**src/rtl/alarm_system.sv**
```systemverilog
// alarm_system: debounced intrusion alarm FSM; selsw is the registered state code.
// Optional ALARM_LATCH_EN makes ALARM sticky until reset.
module alarm_system #(
  parameter int CONFIRM_CNT     = 3,
  parameter int HOLD_CYCLES     = 4,
  parameter int COOLDOWN_CYCLES = 2
) (
  input  logic       clk,
  input  logic       reset,
  input  logic       x,
  output logic [2:0] selsw
);
  typedef enum logic [2:0] {
    IDLE   = 3'b000,
    DETECT = 3'b001,
    ALARM  = 3'b011,
    HOLD   = 3'b010,
    COOL   = 3'b110
  } state_t;
  localparam logic [7:0] C_LAST = 8'(CONFIRM_CNT - 1);
  localparam logic [7:0] H_LAST = 8'(HOLD_CYCLES - 1);
  localparam logic [7:0] D_LAST = 8'(COOLDOWN_CYCLES - 1);
  state_t     r_state;
  logic [7:0] r_cnt;
  assign selsw = r_state;
  always_ff @(posedge clk) begin
    if (reset) begin
      r_state <= IDLE;
      r_cnt   <= '0;
    end else begin
      case (r_state)
        IDLE: if (x) begin
          r_state <= (CONFIRM_CNT == 1) ? ALARM : DETECT;
          r_cnt   <= (CONFIRM_CNT == 1) ? 8'd0 : 8'd1;
        end
        DETECT: if (!x) begin
          r_state <= IDLE;
          r_cnt   <= '0;
        end else if (r_cnt == C_LAST) begin
          r_state <= ALARM;
          r_cnt   <= '0;
        end else r_cnt <= r_cnt + 8'd1;
`ifdef ALARM_LATCH_EN
        ALARM: r_cnt <= '0;
`else
        ALARM: if (!x) begin
          r_state <= (HOLD_CYCLES == 1) ? COOL : HOLD;
          r_cnt   <= (HOLD_CYCLES == 1) ? 8'd0 : 8'd1;
        end
`endif
        HOLD: if (x) begin
          r_state <= ALARM;
          r_cnt   <= '0;
        end else if (r_cnt == H_LAST) begin
          r_state <= COOL;
          r_cnt   <= '0;
        end else r_cnt <= r_cnt + 8'd1;
        COOL: if (r_cnt == D_LAST) begin
          r_state <= IDLE;
          r_cnt   <= '0;
        end else r_cnt <= r_cnt + 8'd1;
        default: begin
          r_state <= IDLE;
          r_cnt   <= '0;
        end
      endcase
    end
  end
endmodule

```
**config.mk**
```make
export PLATFORM = sky130hd
export DESIGN_NAME = alarm_system
export DESIGN_NICKNAME = d
export VERILOG_FILES = /design/src/rtl/alarm_system.sv
export SDC_FILE = /design/constraint.sdc
export NUM_CORES = 1
export LEC_CHECK = 0
export CAP_MARGIN = 20
export CORE_MARGIN = 10
export CORE_UTILIZATION = 43
export DETAILED_ROUTE_END_ITERATION = 10
export MAX_ROUTING_LAYER = met4
export SETUP_SLACK_MARGIN = 0.05
export SYNTH_ARGS = -nofsm -noshare
export SYNTH_HDL_FRONTEND = slang
export SYNTH_SLANG_ARGS = --single-unit
```
**constraint.sdc**
```tcl
create_clock -name clk -period 2.3 [get_ports clk]
set_input_delay 0.46 -clock clk [delete_from_list [all_inputs] [get_ports clk]]
set_output_delay 0.46 -clock clk [all_outputs]
set_load 0.005 [all_outputs]
```
Word level (Yosys, flattened, before mapping)
Index checks and enable logic that the tools add are counted.
Word-level totals
  output and inout port bits: 3
  register bits after elaboration: 11
Operators by class
  eq/ne operators: 12
  multiplexer cells: 16
  reductions and logical operators: 3
  add/subtract/negate cells: 1
Operators with widths (number)
  8-bit two-way mux: 7
  8-bit case mux with 5 select lines: 1
  3-bit two-way mux: 7
  8-bit by 2-bit equality test with 1-bit output, second input constant: 2
  3-bit case mux with 5 select lines: 1
  8-bit by 1-bit adder with 8-bit output, second input constant: 1
  8-bit by 1-bit equality test with 1-bit output, second input constant: 1
  3-bit by 2-bit equality test with 1-bit output, second input constant: 2
  2-bit != test, second input constant: 3
  3-bit != test, second input constant: 2
  5-bit AND reduction: 1
  3-bit by 1-bit equality test with 1-bit output, second input constant: 1
  3-bit equality test, second input constant: 1
  3-bit zero test: 1
  2-bit AND reduction: 1

Longest topological paths before layout
  depth after elaboration: 4
  gate-level depth with buffers: 6
  gate-level depth less buffers: 5

Worst setup path before layout
OpenSTA, ideal clock, no wires.
  path type: in2reg
  start: input port x
  end: register r_cnt[1]
  setup time: 0.087 ns
  path slack: 0.553 ns
  cell stages on the path: 6
  buffers on the path: 2
  data arrival time: 1.660 ns
  data required time: 2.213 ns
  path through: clkbuf_2 > or4_4 > and2_4 > buf_6 > or3_1 > o31ai_1
On the way
  cells in the longest elaborated chain, start to end: 2
  elaborated cells between the ends (all ways): 6
  classes of those cells: 2 x eq/ne; 3 x mux; 1 x reduce/logical
RTL lines
  start: declaration: RTL line 10  | input logic x,
  8-bit two-way mux (tied with other cells): RTL line 51  | HOLD: if (x) begin
  8-bit case mux with 5 select lines or 2-bit AND reduction (tied branches)
  end signal: assignment: RTL line 34  | r_cnt <= (CONFIRM_CNT == 1) ? 8'd0 : 8'd1;
  end signal: assignment: RTL line 48  | r_cnt <= (HOLD_CYCLES == 1) ? 8'd0 : 8'd1;
  end signal: assignment: RTL line 57  | end else r_cnt <= r_cnt + 8'd1;
  end: declaration: RTL line 24  | logic [7:0] r_cnt;
Several ways; a longest one is shown, not always the timed one.
A chain may end at the register's enable or synchronous reset.

Worst setup path in the final report
  start: input port x
  end: register r_cnt[7]
The elaborated chain is that of the path after synthesis.

==> results.sh <==
export IMPL_area_growth_pct=14.0
export IMPL_syn_avg_cell_area_um2=9.15
export IMPL_hold_viol=0
export IMPL_synth_cell_type_count=38
export IMPL_required_ns=2.47
export IMPL_drtAntennaViolNets=0
export IMPL_antenna_found_initial=0
export IMPL_r2r_slack_ns=0.60
export IMPL_tns_ns=0
export IMPL_internal_power_mw=0.285
export IMPL_rows=14
export IMPL_dieArea_um2=3560
export IMPL_cts_setup_buffers=0
export IMPL_clock_sinks=11
export IMPL_dp_slack_ns=0.165
export IMPL_wire_per_inst_um=13.7
export IMPL_grt_max_degree=14
export IMPL_rr_worst_depth=4
export IMPL_syn_nets=80
export IMPL_portBuffers=5
export IMPL_n_antenna_cell=0
export IMPL_numCtsBuffers=3
export IMPL_min_path_type="reg2reg"
export IMPL_end_kind="flip-flop"
export IMPL_grt_first_pass_wirelength_um=2420
export IMPL_crit_path_end="r_cnt[7]"
export IMPL_place_area_um2=746
export IMPL_status="finished clean"
export IMPL_p_leak_nw=0.248
export IMPL_startpoint_type="input pin"
export IMPL_multi_input_area_um2=410
export IMPL_r2r_start="selsw[2]"
export IMPL_instances_no_fill=99
export IMPL_synth_flop_cell="dfxtp_1"
export IMPL_syn_inst=74
export IMPL_finalWirelength_um=1350
export IMPL_vias=603
export IMPL_setup_slack_ns=0.436
export IMPL_dr_first_iter_drc_count=24
export IMPL_async_reset_ff_share_pct=0
export IMPL_pwr_share_comb_pct=13.2
export IMPL_drt_pass1_iterations=4
export IMPL_routabilityCongestion=0.792
export IMPL_core_um2=1490
export IMPL_fp_dieH_um=59.7
export IMPL_finalPower_mw=0.383
export IMPL_clock_skew_ns=0.00803
export IMPL_fin_crit_sh_pct=81.0
export IMPL_io_pins=6
export IMPL_vias_per_cell=6.09
export IMPL_utilization_pct=51.8
export IMPL_htree_num_levels=1
export IMPL_seq_area_frac_synth_pct=32.5
export IMPL_grt_ovfl_total=0
export IMPL_cts_buffer_depth=2
export IMPL_worstHoldPathCells=2
export IMPL_cts_root_buf="clkbuf_4"
export IMPL_p_clk_share_pct=34.4
export IMPL_dpl_hpwl_um=1000
export IMPL_drive_gt1_share_pct=14.5
export IMPL_synth_edff_count=0
export IMPL_fp_dieW_um=59.7
export IMPL_hold_ws_ns=0.515
export IMPL_syn_area_um2=677
export IMPL_switching_share_pct=25.5
export IMPL_tightest_slew_ns=0.495
export IMPL_setup_worst_path_class="in2reg"
export IMPL_period_needed_ns=1.86
export IMPL_dp_cells=95
export IMPL_cts_tree="built"
export IMPL_fillers=137
export IMPL_regArea_um2=220
export IMPL_clock_latency_ns=0.27
export IMPL_relSlewSlack_pct=66.9
export IMPL_post_cts_resize_count=0
export IMPL_hp_start="r_cnt[7]"
export IMPL_design_area_um2=772
export IMPL_p_switching_mw=0.0978
export IMPL_maxCapViolCount=0
export IMPL_cts_hold_buffers_added=0
export IMPL_peakVddDrop_uv=433
export IMPL_powerDensity_nw_per_um2=496
export IMPL_rsz0062_at_grt="no"
export IMPL_path_max_fanout=6
export IMPL_ys_seq_elements=11
export IMPL_max_freq_ghz=0.536
export IMPL_slew_viol_final=0
export IMPL_nets=90
export IMPL_yosysWarnings=0
export IMPL_drc=0
export IMPL_seq_power_share_pct=52.4
export IMPL_start_util_pct=45.5
export IMPL_setup_viol=0
export IMPL_grt_pass1_vias=538
export IMPL_path_clk_slew_ns=0.06
export IMPL_worstSetupStartpoint="x"
export IMPL_worstPathArrival_ns=2.03
export IMPL_regToRegEndpoint="r_cnt[7]"
export IMPL_track_usage_pct=9.00
-- power groups by stage --
stage | logic, mW | registers [mW] | clock network [mW]
global route | 0.0566 | 0.202 | 0.146
floorplan | 0.0344 | 0.204 | 0
global placement | 0.0497 | 0.206 | 0
CTS | 0.0505 | 0.201 | 0.138
detailed placement | 0.0503 | 0.205 | 0
finish | 0.0504 | 0.201 | 0.132
-- final cells by class --
class                   count  area share, %
inverters                   4           1.94
well taps                  16           2.59
multi-input cells          55           53.2
repair buffers              9           10.4
flip-flops and latches     11           28.5
clock buffers               4           3.40
-- layer usage --
layer / vias up / part of all wire [%] / global-route usage [%]
li1: 312 / - / -
met1: 279 / 50 / 11.5
met2: 8 / 44 / 11.8
met3: 4 / 3.2 / 2.75
met4: 0 / 2.6 / 5.77
met5: - / 0 / -
-- flip-flops by register name, indices dropped and copies added, names as in the netlist --
name   flops
r_cnt      8
selsw      3
-- worst min-delay path by stage --
| stage | endpoint |
|---|---|
| finish | r_cnt[7] |
| floorplan | r_cnt[7] |
| CTS | r_cnt[7] |
| global placement | r_cnt[7] |
| global route | r_cnt[7] |
| detailed placement | r_cnt[7] |
-- kinds of logic (layout without fill, tap and decap cells) --
family / Yosys count / count (layout) / synth area share [%]
flops: 11 / 11 / 32.5
simple gates: 28 / 28 / 26.8
compound gates: 22 / 22 / 25.7
fa+ha+maj: 3 / 3 / 5.55
buf+inv: 8 / 17 / 6.84
xor+xnor: 2 / 2 / 2.59
-- worst max-delay path, cell delays in order --
cell	delay, ns
clkdlybuf4s50_1	0.52
or4_4	0.17
nand2_1	0.12
or4_1	0.51
a221oi_1	0.25
-- cells in the final DEF, fill, tap and decap left out, drive strengths merged, types with 2 or more instances in the layout --
master          n
o21ai           3
buf             4
and2            2
inv             4
a2111oi         2
nand3           2
o21a            2
o31ai           4
or3             2
a221oi          3
ha              3
nand2           3
nand4           4
clkbuf          4
nor2            3
nor4            2
xor2            2
and3            2
clkdlybuf4s50   5
dfxtp          11
a211oi          3
or4             3
-- Yosys cell counts (3+ instances only) --
library cell  number  area [um^2]
ha_1               3         37.5
o31ai_1            4         30.0
nand4_1            4         25.0
dfxtp_1           11          220
a221oi_1           3         26.3
nor2_1             3         11.3
nand2_1            3         11.3
inv_1              4         15.0
(Power assumes the default switching activity.)
